$ cat src/rtl/ysyx_23060187_core_ctrl_if.sv
// Fetch/LSU handshake bundle between the core sequencer and its memory-side units.
// Latency: none, wires only.
// Backpressure: req_valid held until req_ready; responses are single-cycle pulses.
interface ysyx_23060187_core_ctrl_if;
  logic ifu_req_valid;
  logic ifu_req_ready;
  logic ifu_rsp_valid;
  logic lsu_req_valid;
  logic lsu_req_ready;
  logic lsu_we;
  logic lsu_rsp_valid;

  // sequencer side: issues requests, consumes readies and responses
  modport master (
    output ifu_req_valid, lsu_req_valid, lsu_we,
    input  ifu_req_ready, ifu_rsp_valid, lsu_req_ready, lsu_rsp_valid
  );

  // IFU/LSU side
  modport slave (
    input  ifu_req_valid, lsu_req_valid, lsu_we,
    output ifu_req_ready, ifu_rsp_valid, lsu_req_ready, lsu_rsp_valid
  );
endinterface

$ cat src/rtl/ysyx_23060187_core_ctrl.sv
// Multi-cycle NPC sequencer: fetch -> decode -> exec -> mem -> writeback, stops on ebreak/illegal/timeout.
// Latency: 5 cycles per ALU instruction with zero-wait IFU; loads/stores add MEM_REQ + MEM_WAIT cycles.
// Backpressure: holds req_valid until ready; waits for rsp up to TIMEOUT cycles, then traps to ERROR.
module ysyx_23060187_core_ctrl #(
  parameter int unsigned TIMEOUT = 16,
  parameter int unsigned CNT_W   = 32
) (
  input  logic                 clk,
  input  logic                 rst,
  input  logic [6:0]           opcode,
  input  logic [11:0]          sys_imm,
  ysyx_23060187_core_ctrl_if.master bus,
  output logic                 ir_we,
  output logic                 rf_we,
  output logic                 pc_we,
  output logic                 halt,
  output logic                 err,
  output logic [CNT_W-1:0]     instret
);

  typedef enum logic [3:0] {
    S_IDLE, S_FETCH_REQ, S_FETCH_WAIT, S_DECODE, S_EXEC,
    S_MEM_REQ, S_MEM_WAIT, S_WB, S_HALT, S_ERROR
  } state_e;

  // instruction class captured in DECODE; later states never look at opcode again
  typedef enum logic [2:0] {
    CL_ALU    = 3'd0,
    CL_LOAD   = 3'd1,
    CL_STORE  = 3'd2,
    CL_BRANCH = 3'd3,
    CL_SYS    = 3'd4
  } cls_e;

  localparam int unsigned WCNT_W = (TIMEOUT > 2) ? $clog2(TIMEOUT) : 1;
  localparam logic [WCNT_W-1:0] WCNT_LAST = WCNT_W'((TIMEOUT == 0) ? 0 : TIMEOUT - 1);

  state_e            state_q, state_d;
  cls_e              cls_q, cls_d;
  logic [WCNT_W-1:0] wcnt_q;
  logic [CNT_W-1:0]  instret_q;
  logic              halt_q, err_q;

  logic ifu_req_c, lsu_req_c, lsu_we_c, ir_we_c, rf_we_c, pc_we_c;
  logic retire, timeout_hit, in_wait, rsp_now;

  assign in_wait     = (state_q == S_FETCH_WAIT) || (state_q == S_MEM_WAIT);
  assign rsp_now     = (state_q == S_FETCH_WAIT) ? bus.ifu_rsp_valid : bus.lsu_rsp_valid;
  assign timeout_hit = (TIMEOUT != 0) && (wcnt_q == WCNT_LAST);

  // next-state and Moore strobes; ir_we is the only Mealy output
  always_comb begin
    state_d   = state_q;
    cls_d     = cls_q;
    ifu_req_c = 1'b0;
    lsu_req_c = 1'b0;
    lsu_we_c  = 1'b0;
    ir_we_c   = 1'b0;
    rf_we_c   = 1'b0;
    pc_we_c   = 1'b0;
    retire    = 1'b0;
    case (state_q)
      S_IDLE: state_d = S_FETCH_REQ;
      S_FETCH_REQ: begin
        ifu_req_c = 1'b1;
        if (bus.ifu_req_ready) state_d = S_FETCH_WAIT;
      end
      S_FETCH_WAIT: begin
        if (bus.ifu_rsp_valid) begin
          ir_we_c = 1'b1;
          state_d = S_DECODE;
        end else if (timeout_hit) begin
          state_d = S_ERROR;
        end
      end
      S_DECODE: begin
        case (opcode)
          7'b0010011, 7'b0110011, 7'b0110111,
          7'b0010111, 7'b1101111, 7'b1100111: begin
            cls_d   = CL_ALU;
            state_d = S_EXEC;
          end
          7'b1100011: begin
            cls_d   = CL_BRANCH;
            state_d = S_EXEC;
          end
          7'b0000011: begin
            cls_d   = CL_LOAD;
            state_d = S_EXEC;
          end
          7'b0100011: begin
            cls_d   = CL_STORE;
            state_d = S_EXEC;
          end
          7'b1110011: begin
            cls_d = CL_SYS;
            if (sys_imm == 12'd1) begin
              // ebreak retires here; it never reaches WB
              retire  = 1'b1;
              state_d = S_HALT;
            end else begin
              state_d = S_WB;
            end
          end
          default: state_d = S_ERROR;
        endcase
      end
      S_EXEC: begin
        if (cls_q == CL_LOAD || cls_q == CL_STORE) state_d = S_MEM_REQ;
        else                                       state_d = S_WB;
      end
      S_MEM_REQ: begin
        lsu_req_c = 1'b1;
        lsu_we_c  = (cls_q == CL_STORE);
        if (bus.lsu_req_ready) state_d = S_MEM_WAIT;
      end
      S_MEM_WAIT: begin
        if (bus.lsu_rsp_valid)  state_d = S_WB;
        else if (timeout_hit)   state_d = S_ERROR;
      end
      S_WB: begin
        pc_we_c = 1'b1;
        rf_we_c = !(cls_q == CL_BRANCH || cls_q == CL_STORE || cls_q == CL_SYS);
        retire  = 1'b1;
        state_d = S_FETCH_REQ;
      end
      S_HALT:  state_d = S_HALT;
      S_ERROR: state_d = S_ERROR;
      default: state_d = S_IDLE;
    endcase
  end

  // state and instruction-class registers
  always_ff @(posedge clk) begin
    if (rst) begin
      state_q <= S_IDLE;
      cls_q   <= CL_ALU;
    end else begin
      state_q <= state_d;
      cls_q   <= cls_d;
    end
  end

  // wait-timeout counter, retire counter and sticky stop flags
  always_ff @(posedge clk) begin
    if (rst) begin
      wcnt_q    <= '0;
      instret_q <= '0;
      halt_q    <= 1'b0;
      err_q     <= 1'b0;
    end else begin
      if (state_d != state_q && (state_d == S_FETCH_WAIT || state_d == S_MEM_WAIT))
        wcnt_q <= '0;
      else if (in_wait && !rsp_now)
        wcnt_q <= wcnt_q + WCNT_W'(1);
      if (retire)             instret_q <= instret_q + CNT_W'(1);
      if (state_d == S_HALT)  halt_q    <= 1'b1;
      if (state_d == S_ERROR) err_q     <= 1'b1;
    end
  end

  // everything forced low while reset is held, not just after the reset edge
  assign bus.ifu_req_valid = !rst && ifu_req_c;
  assign bus.lsu_req_valid = !rst && lsu_req_c;
  assign bus.lsu_we        = !rst && lsu_we_c;
  assign ir_we             = !rst && ir_we_c;
  assign rf_we             = !rst && rf_we_c;
  assign pc_we             = !rst && pc_we_c;
  assign halt              = !rst && halt_q;
  assign err               = !rst && err_q;
  assign instret           = rst ? '0 : instret_q;

endmodule
$ cat src/flat_wrapper.sv
// flat-port wrapper written by rule: the top's interface ports become plain ports
module ysyx_23060187_core_ctrl_flat 
#(
  parameter int unsigned TIMEOUT = 16,
  parameter int unsigned CNT_W   = 32
)
  (clk, rst, opcode, sys_imm, ir_we, rf_we, pc_we, halt, err, instret, bus_ifu_req_valid, bus_lsu_req_valid, bus_lsu_we, bus_ifu_req_ready, bus_ifu_rsp_valid, bus_lsu_req_ready, bus_lsu_rsp_valid);
  ysyx_23060187_core_ctrl_if bus_i ();
  input  logic clk;
  input  logic rst;
  input  logic [6:0] opcode;
  input  logic [11:0] sys_imm;
  output logic ir_we;
  output logic rf_we;
  output logic pc_we;
  output logic halt;
  output logic err;
  output logic [CNT_W-1:0] instret;
  output wire logic [$bits(bus_i.ifu_req_valid)-1:0] bus_ifu_req_valid;
  output wire logic [$bits(bus_i.lsu_req_valid)-1:0] bus_lsu_req_valid;
  output wire logic [$bits(bus_i.lsu_we)-1:0] bus_lsu_we;
  input wire logic [$bits(bus_i.ifu_req_ready)-1:0] bus_ifu_req_ready;
  input wire logic [$bits(bus_i.ifu_rsp_valid)-1:0] bus_ifu_rsp_valid;
  input wire logic [$bits(bus_i.lsu_req_ready)-1:0] bus_lsu_req_ready;
  input wire logic [$bits(bus_i.lsu_rsp_valid)-1:0] bus_lsu_rsp_valid;
  assign bus_ifu_req_valid = bus_i.ifu_req_valid;
  assign bus_lsu_req_valid = bus_i.lsu_req_valid;
  assign bus_lsu_we = bus_i.lsu_we;
  assign bus_i.ifu_req_ready = bus_ifu_req_ready;
  assign bus_i.ifu_rsp_valid = bus_ifu_rsp_valid;
  assign bus_i.lsu_req_ready = bus_lsu_req_ready;
  assign bus_i.lsu_rsp_valid = bus_lsu_rsp_valid;
  ysyx_23060187_core_ctrl #(.TIMEOUT(TIMEOUT), .CNT_W(CNT_W)) u_core (.clk(clk), .rst(rst), .opcode(opcode), .sys_imm(sys_imm), .bus(bus_i), .ir_we(ir_we), .rf_we(rf_we), .pc_we(pc_we), .halt(halt), .err(err), .instret(instret));
endmodule
$ cat config.mk
export PLATFORM = sky130hd
export DESIGN_NAME = ysyx_23060187_core_ctrl_flat
export DESIGN_NICKNAME = d
export VERILOG_FILES = /design/src/rtl/ysyx_23060187_core_ctrl_if.sv /design/src/rtl/ysyx_23060187_core_ctrl.sv /design/src/flat_wrapper.sv
export SDC_FILE = /design/constraint.sdc
export NUM_CORES = 1
export LEC_CHECK = 0
export ABC_AREA = 1
export BUFFER_PORTS_ARGS = -buffer_cell sky130_fd_sc_hd__buf_2
export CORE_MARGIN = 3
export CORE_UTILIZATION = 45
export DETAILED_ROUTE_END_ITERATION = 8
export PLACE_DENSITY = 0.67
export REMOVE_ABC_BUFFERS = 1
export SYNTH_ARGS = -nofsm -noshare
export SYNTH_HDL_FRONTEND = slang
export SYNTH_SLANG_ARGS = --single-unit
export TNS_END_PERCENT = 100
$ cat constraint.sdc
create_clock -name clk -period 2.95 [get_ports clk]
set_input_delay 0.1475 -clock clk [delete_from_list [all_inputs] [get_ports clk]]
set_output_delay 0.1475 -clock clk [all_outputs]
set_load 0.005 [all_outputs]
## Yosys cells after proc, flatten, opt, wreduce, memory -nomap -nowiden

Cells that the tools add are included.

| storage, ports and cells | value |
|---|---|
| flip-flop bits (word level) | 45 |
| input bits | 25 |
| logic and storage cells | 85 |

| operators by class | value |
|---|---|
| add/subtract/negate cells | 2 |
| equal/unequal tests | 30 |
| multiplexer cells | 22 |
| reduce and logical (&&, ||, !) cells | 25 |

Operators by type and width:

| kind | count |
|---|---|
| one-hot mux 4 bit (9 select lines) | 1 |
| adder 32 x 1 -> 32 bit (second input constant) | 1 |
| two-way mux 32 bit | 1 |
| == test 7 bit (second input constant) | 4 |
| two-way mux 4 bit | 6 |
| == test 7 x 6 -> 1 bit (second input constant) | 3 |
| == test 4 x 3 -> 1 bit (second input constant) | 5 |
| == test 4 bit (second input constant) | 5 |
| one-hot mux 3 bit (5 select lines) | 1 |
| == test 7 x 5 -> 1 bit (second input constant) | 2 |
| == test 12 x 1 -> 1 bit (second input constant) | 1 |
| == test 4 x 2 -> 1 bit (second input constant) | 3 |
| logical AND 1 bit | 10 |
| two-way mux 1 bit | 10 |
| OR reduction 9 bit | 1 |
| one-hot mux 4 bit (2 select lines) | 1 |
| == test 7 x 2 -> 1 bit (second input constant) | 1 |
| == test 3 x 2 -> 1 bit (second input constant) | 2 |
| OR reduction 6 bit | 1 |
| logical OR 1 bit | 5 |
| nonzero test 5 bit | 1 |
| adder 4 x 1 -> 4 bit (second input constant) | 1 |
| == test 4 x 1 -> 1 bit (second input constant) | 1 |
| logical NOT 4 bit | 1 |
| 8 further kinds | 11 |

## Depth between registers and ports, before layout

| depth | value |
|---|---|
| depth in word-level cells | 8 |
| gate-level depth with buffers | 10 |
| gate-level depth less buffers | 10 |

## Worst setup path before layout

Ideal clock, no wire load.

| timing | value |
|---|---|
| path kind | flip-flop to flip-flop |
| start | register u_core.instret_q[0] |
| end | register u_core.instret_q[24] |
| library setup time | 0.133 ns |
| arrival | 1.320 ns |
| path slack | 1.497 ns |
| stages on the path, launching flop included | 10 |
| path buffers | 0 |
| clock period less this slack | 1.453 ns |
| cells stage by stage | dfxtp_1 ha_1 nand3_1 inv_1 nand2_1 inv_1 nand2_1 xor2_1 nand2_1 a21oi_2 |

| between the ends | value |
|---|---|
| longest elaborated chain between the ends | 1 |

Ends and longest elaborated chain:

| what | RTL line | text |
|---|---|---|
| from (decl) | ysyx_23060187_core_ctrl.sv:41 | `logic [CNT_W-1:0] instret_q;` |
| from (signal assigned) | ysyx_23060187_core_ctrl.sv:156 | `if (retire) instret_q <= instret_q + CNT_W'(1);` |
| adder 32 x 1 -> 32 bit | ysyx_23060187_core_ctrl.sv:156 |  |

No other way between the ends.
A chain may end at the register's enable or synchronous reset.

## Worst setup path after layout

| timing | value |
|---|---|
| start | register u_core.state_q[2] |
| end | register u_core.instret_q[1] |

| between the ends | value |
|---|---|
| longest elaborated chain between the ends | 2 |

Ends and longest elaborated chain:

| what | RTL line | text |
|---|---|---|
| from (decl) | ysyx_23060187_core_ctrl.sv:38 | `state_e state_q, state_d;` |
| from (signal assigned) | ysyx_23060187_core_ctrl.sv:139 | `state_q <= state_d;` |
| == test 4 x 3 -> 1 bit or == test 4 x 2 -> 1 bit (tied branches) | ysyx_23060187_core_ctrl.sv:62 | `case (state_q)` |
| one-hot mux 1 bit (2 select lines) * | ysyx_23060187_core_ctrl.sv:62 |  |

Every way passes the cells marked *; elsewhere a longest branch is shown, timed or not.

==> flow_metrics.tcl <==
set metrics [dict create \
    die_h_um 91.03 \
    rr_endpoint "u_core.instret_q[1]$_SDFFE_PP0P_" \
    viasPerCell 4.801 \
    drc_errors 0 \
    root_buffer "clkbuf_8" \
    setup_ws_ns 0.4199 \
    grt_pass1_wl_mm 14.09 \
    rrSetupSlack_ns 0.42 \
    io_buffers 64 \
    crit_fanout 38 \
    fin_area_mm2 0.003711 \
    required_ns 3.12 \
    hold_path_end "u_core.cls_q[0]$_SDFFE_PP0P_" \
    die_w_um 91.03 \
    endpoint_kind "flip-flop" \
    clk_pin_slew_ns 0.09 \
    worstHoldStart "opcode[3]" \
    setup_viol 0 \
    grt_max_degree 41 \
    start_util_pct 47.10 \
    cts.htree.levels 2 \
    status "finished clean" \
    top_layer "met4" \
    finalMaxSlewViolations 0 \
    die_area_mm2 0.008286 \
    rr_startpoint "u_core.state_q[2]$_SDFF_PP0_" \
    post-route-util_pct 53.73 \
    drt_iter0_drc 181 \
    skew_ns 0.01236 \
    min_period_ns 2.530 \
    holdBufCountCts 0 \
    worst_r2r_path_depth 8 \
    timing.hold.ws_ns 0.2796 \
    core_area_mm2 0.006907 \
    wl_mm 8.328 \
    drive_gt1_share_pct 15.65 \
    clkLatencyLatePin_ns 0.30 \
    antenna_found_initial 0 \
    diodes 0 \
    place.gp.congestion 0.9314 \
    whs_path_depth 6 \
    routedWlPerCell_um 11.53 \
    max_slew_margin_pct 35.10 \
    ys_ff_latch 45 \
    min_path_type "input pin to flip-flop" \
    finalCritPeriodShare_pct 85.77 \
    synth_top_cells_by_count "nand2_1, nor2_1, inv_1" \
    cts_tree "yes" \
    nNetsFinal 652 \
    dp_slack_ns 0.4364 \
    placed_area_mm2 0.003577 \
    cts_setup_buffers 0 \
    wl_met1_mm 3.827 \
    rsz0062_at_grt "false" \
    ys_seq_area_share_pct 27.69 \
    syn_to_final_growth_pct 14.08 \
    yosys.area.top_type_share_pct 27.69 \
    vias 3466 \
    numCtsBuffers 5 \
    crit_path_start_kind "flip-flop" \
    hold_viol 0 \
    yosysMostFrequentCell "nand2_1" \
    wl_met2_mm 4.071 \
    io_pins 65 \
    ctsResizeCount 0 \
    power.leakage_nw 1.639 \
    irDropWorstVdd_uv 205.9 \
    worstPathArrival_ns 2.70 \
    synth_edf_count 0 \
    firstDrtPassIters 4 \
    ys.flop_type "dfxtp_1" \
    syn_avg_cell_area_um2 5.727 \
    grt_pass1_vias 3103 \
    maxCapViolCount 0 \
    yosysWarnings 0 \
    power.density_mw_per_mm2 346.6 \
    yosys.area.top_type "dfxtp_1" \
    netlist_area_mm2 0.003253 \
    fmax_ghz 0.3952 \
    overflow 0 \
    worstMarginPinSlew_ns 0.9699 \
    wl_met3_um 333 \
    cts_buffer_depth 2 \
    hpwl_mm 6.492 \
    drtAntennaViolNets 0 \
    synth.area.top_cells "dfxtp_1, nand2_1, nor2_1" \
    critPathKind "flip-flop to flip-flop" \
    grt_usage_pct 20.27 \
    ys_async_sr_fraction_pct 0 \
    synth.distinct_cells 26 \
    nFillCells 763 \
    rows 30 \
    cts.sinks 45 \
    setup_tns_ns 0 \
    synthCells 568 \
]
-- cell usage in the layout, fill, tap and decap left out, drive strengths merged --
master / synthesis / routed
nand4: 5 / 5
ha: 2 / 2
dfxtp: 45 / 45
clkinv: 1 / 2
a21oi: 40 / 40
clkbuf: 9 / 5
a2111oi: 1 / 1
xnor2: 1 / 1
nor2: 115 / 115
inv: 78 / 78
nor3: 16 / 16
nand2: 191 / 191
bufinv: 0 / 2
xor2: 14 / 14
buf: 6 / 65
o21ai: 8 / 8
nand3: 36 / 36
-- worst max-delay path, stage by stage (launching register included) --
cell and delay [ns]:
dfxtp_1 0.36, nor2_2 0.20, nand2_2 0.10, inv_2 0.09, nand2_4 0.07, o21ai_4 0.77, inv_2 0.45, o21ai_0 0.28
a21oi_1 0.05
-- cells by family after synthesis --
group / synth area share, %
and+or+nand+nor: 45.65
DFF: 27.69
adders and majority gates: 0.7691
buffers and inverters: 12.92
AOI/OAI and AO/OA: 8.923
xor gates and xnor gates: 4.039
-- layout make-up --
type / instances / area, um2 / share of cell area, %
repair buffers: 65 / 327.8 / 8.833
clock buffers: 5 / 68.82 / 1.854
well taps: 96 / 120.1 / 3.237
inverters: 79 / 296.5 / 7.991
multi-input cells: 429 / 1932 / 52.06
flip-flops and latches: 45 / 900.9 / 24.28
clock inverters: 3 / 65.06 / 1.753
-- layer usage --
metal | track usage, % | vias up
met1 | 25.71 | 1518
met3 | 2.983 | 10
met4 | 5.151 | 0
li1 | - | 1852
met5 | 0 | -
met2 | 35.81 | 86
-- where the power goes --
group	internal (W)	leakage, nW	switching [W]	total [W]
registers	0.000613	0.363	0.00000567	0.000618
logic	0.0000362	1.21	0.0000689	0.000105
clock network	0.000337	0.0681	0.000226	0.000563
total	0.000986	1.64	0.000300	0.00129
-- worst max path at each step --
stage,startpoint,to,slack [ns],cells past startpoint
after CTS,u_core.state_q[2]$_SDFF_PP0_,u_core.instret_q[1]$_SDFFE_PP0P_,0.40,8
final,u_core.state_q[2]$_SDFF_PP0_,u_core.instret_q[1]$_SDFFE_PP0P_,0.42,8
after floorplan,u_core.state_q[2]$_SDFF_PP0_,u_core.instret_q[1]$_SDFFE_PP0P_,0.97,8
after global routing,u_core.state_q[1]$_SDFF_PP0_,u_core.instret_q[1]$_SDFFE_PP0P_,0.12,9
after detailed placement,u_core.state_q[2]$_SDFF_PP0_,u_core.instret_q[1]$_SDFFE_PP0P_,0.44,8
after global placement,u_core.state_q[2]$_SDFF_PP0_,u_core.instret_q[1]$_SDFFE_PP0P_,0.49,8
-- flip-flops by register name (all words and copies together), names as in the netlist --
signal,cells
u_core.instret_q,32
u_core.state_q,4
u_core.wcnt_q,4
u_core.cls_q,3
u_core.err_q,1
u_core.halt_q,1
-- per-stage QoR --
stage / std cells / total power, W
floorplan: 553 / 0.0006884
global placement: 714 / 0.0007360
detailed placement: 714 / 0.0007375
CTS: 722 / 0.001300
global route: 722 / 0.001333
finish: 722 / 0.001286
No activity file was read; power rests on OpenSTA's default activity.
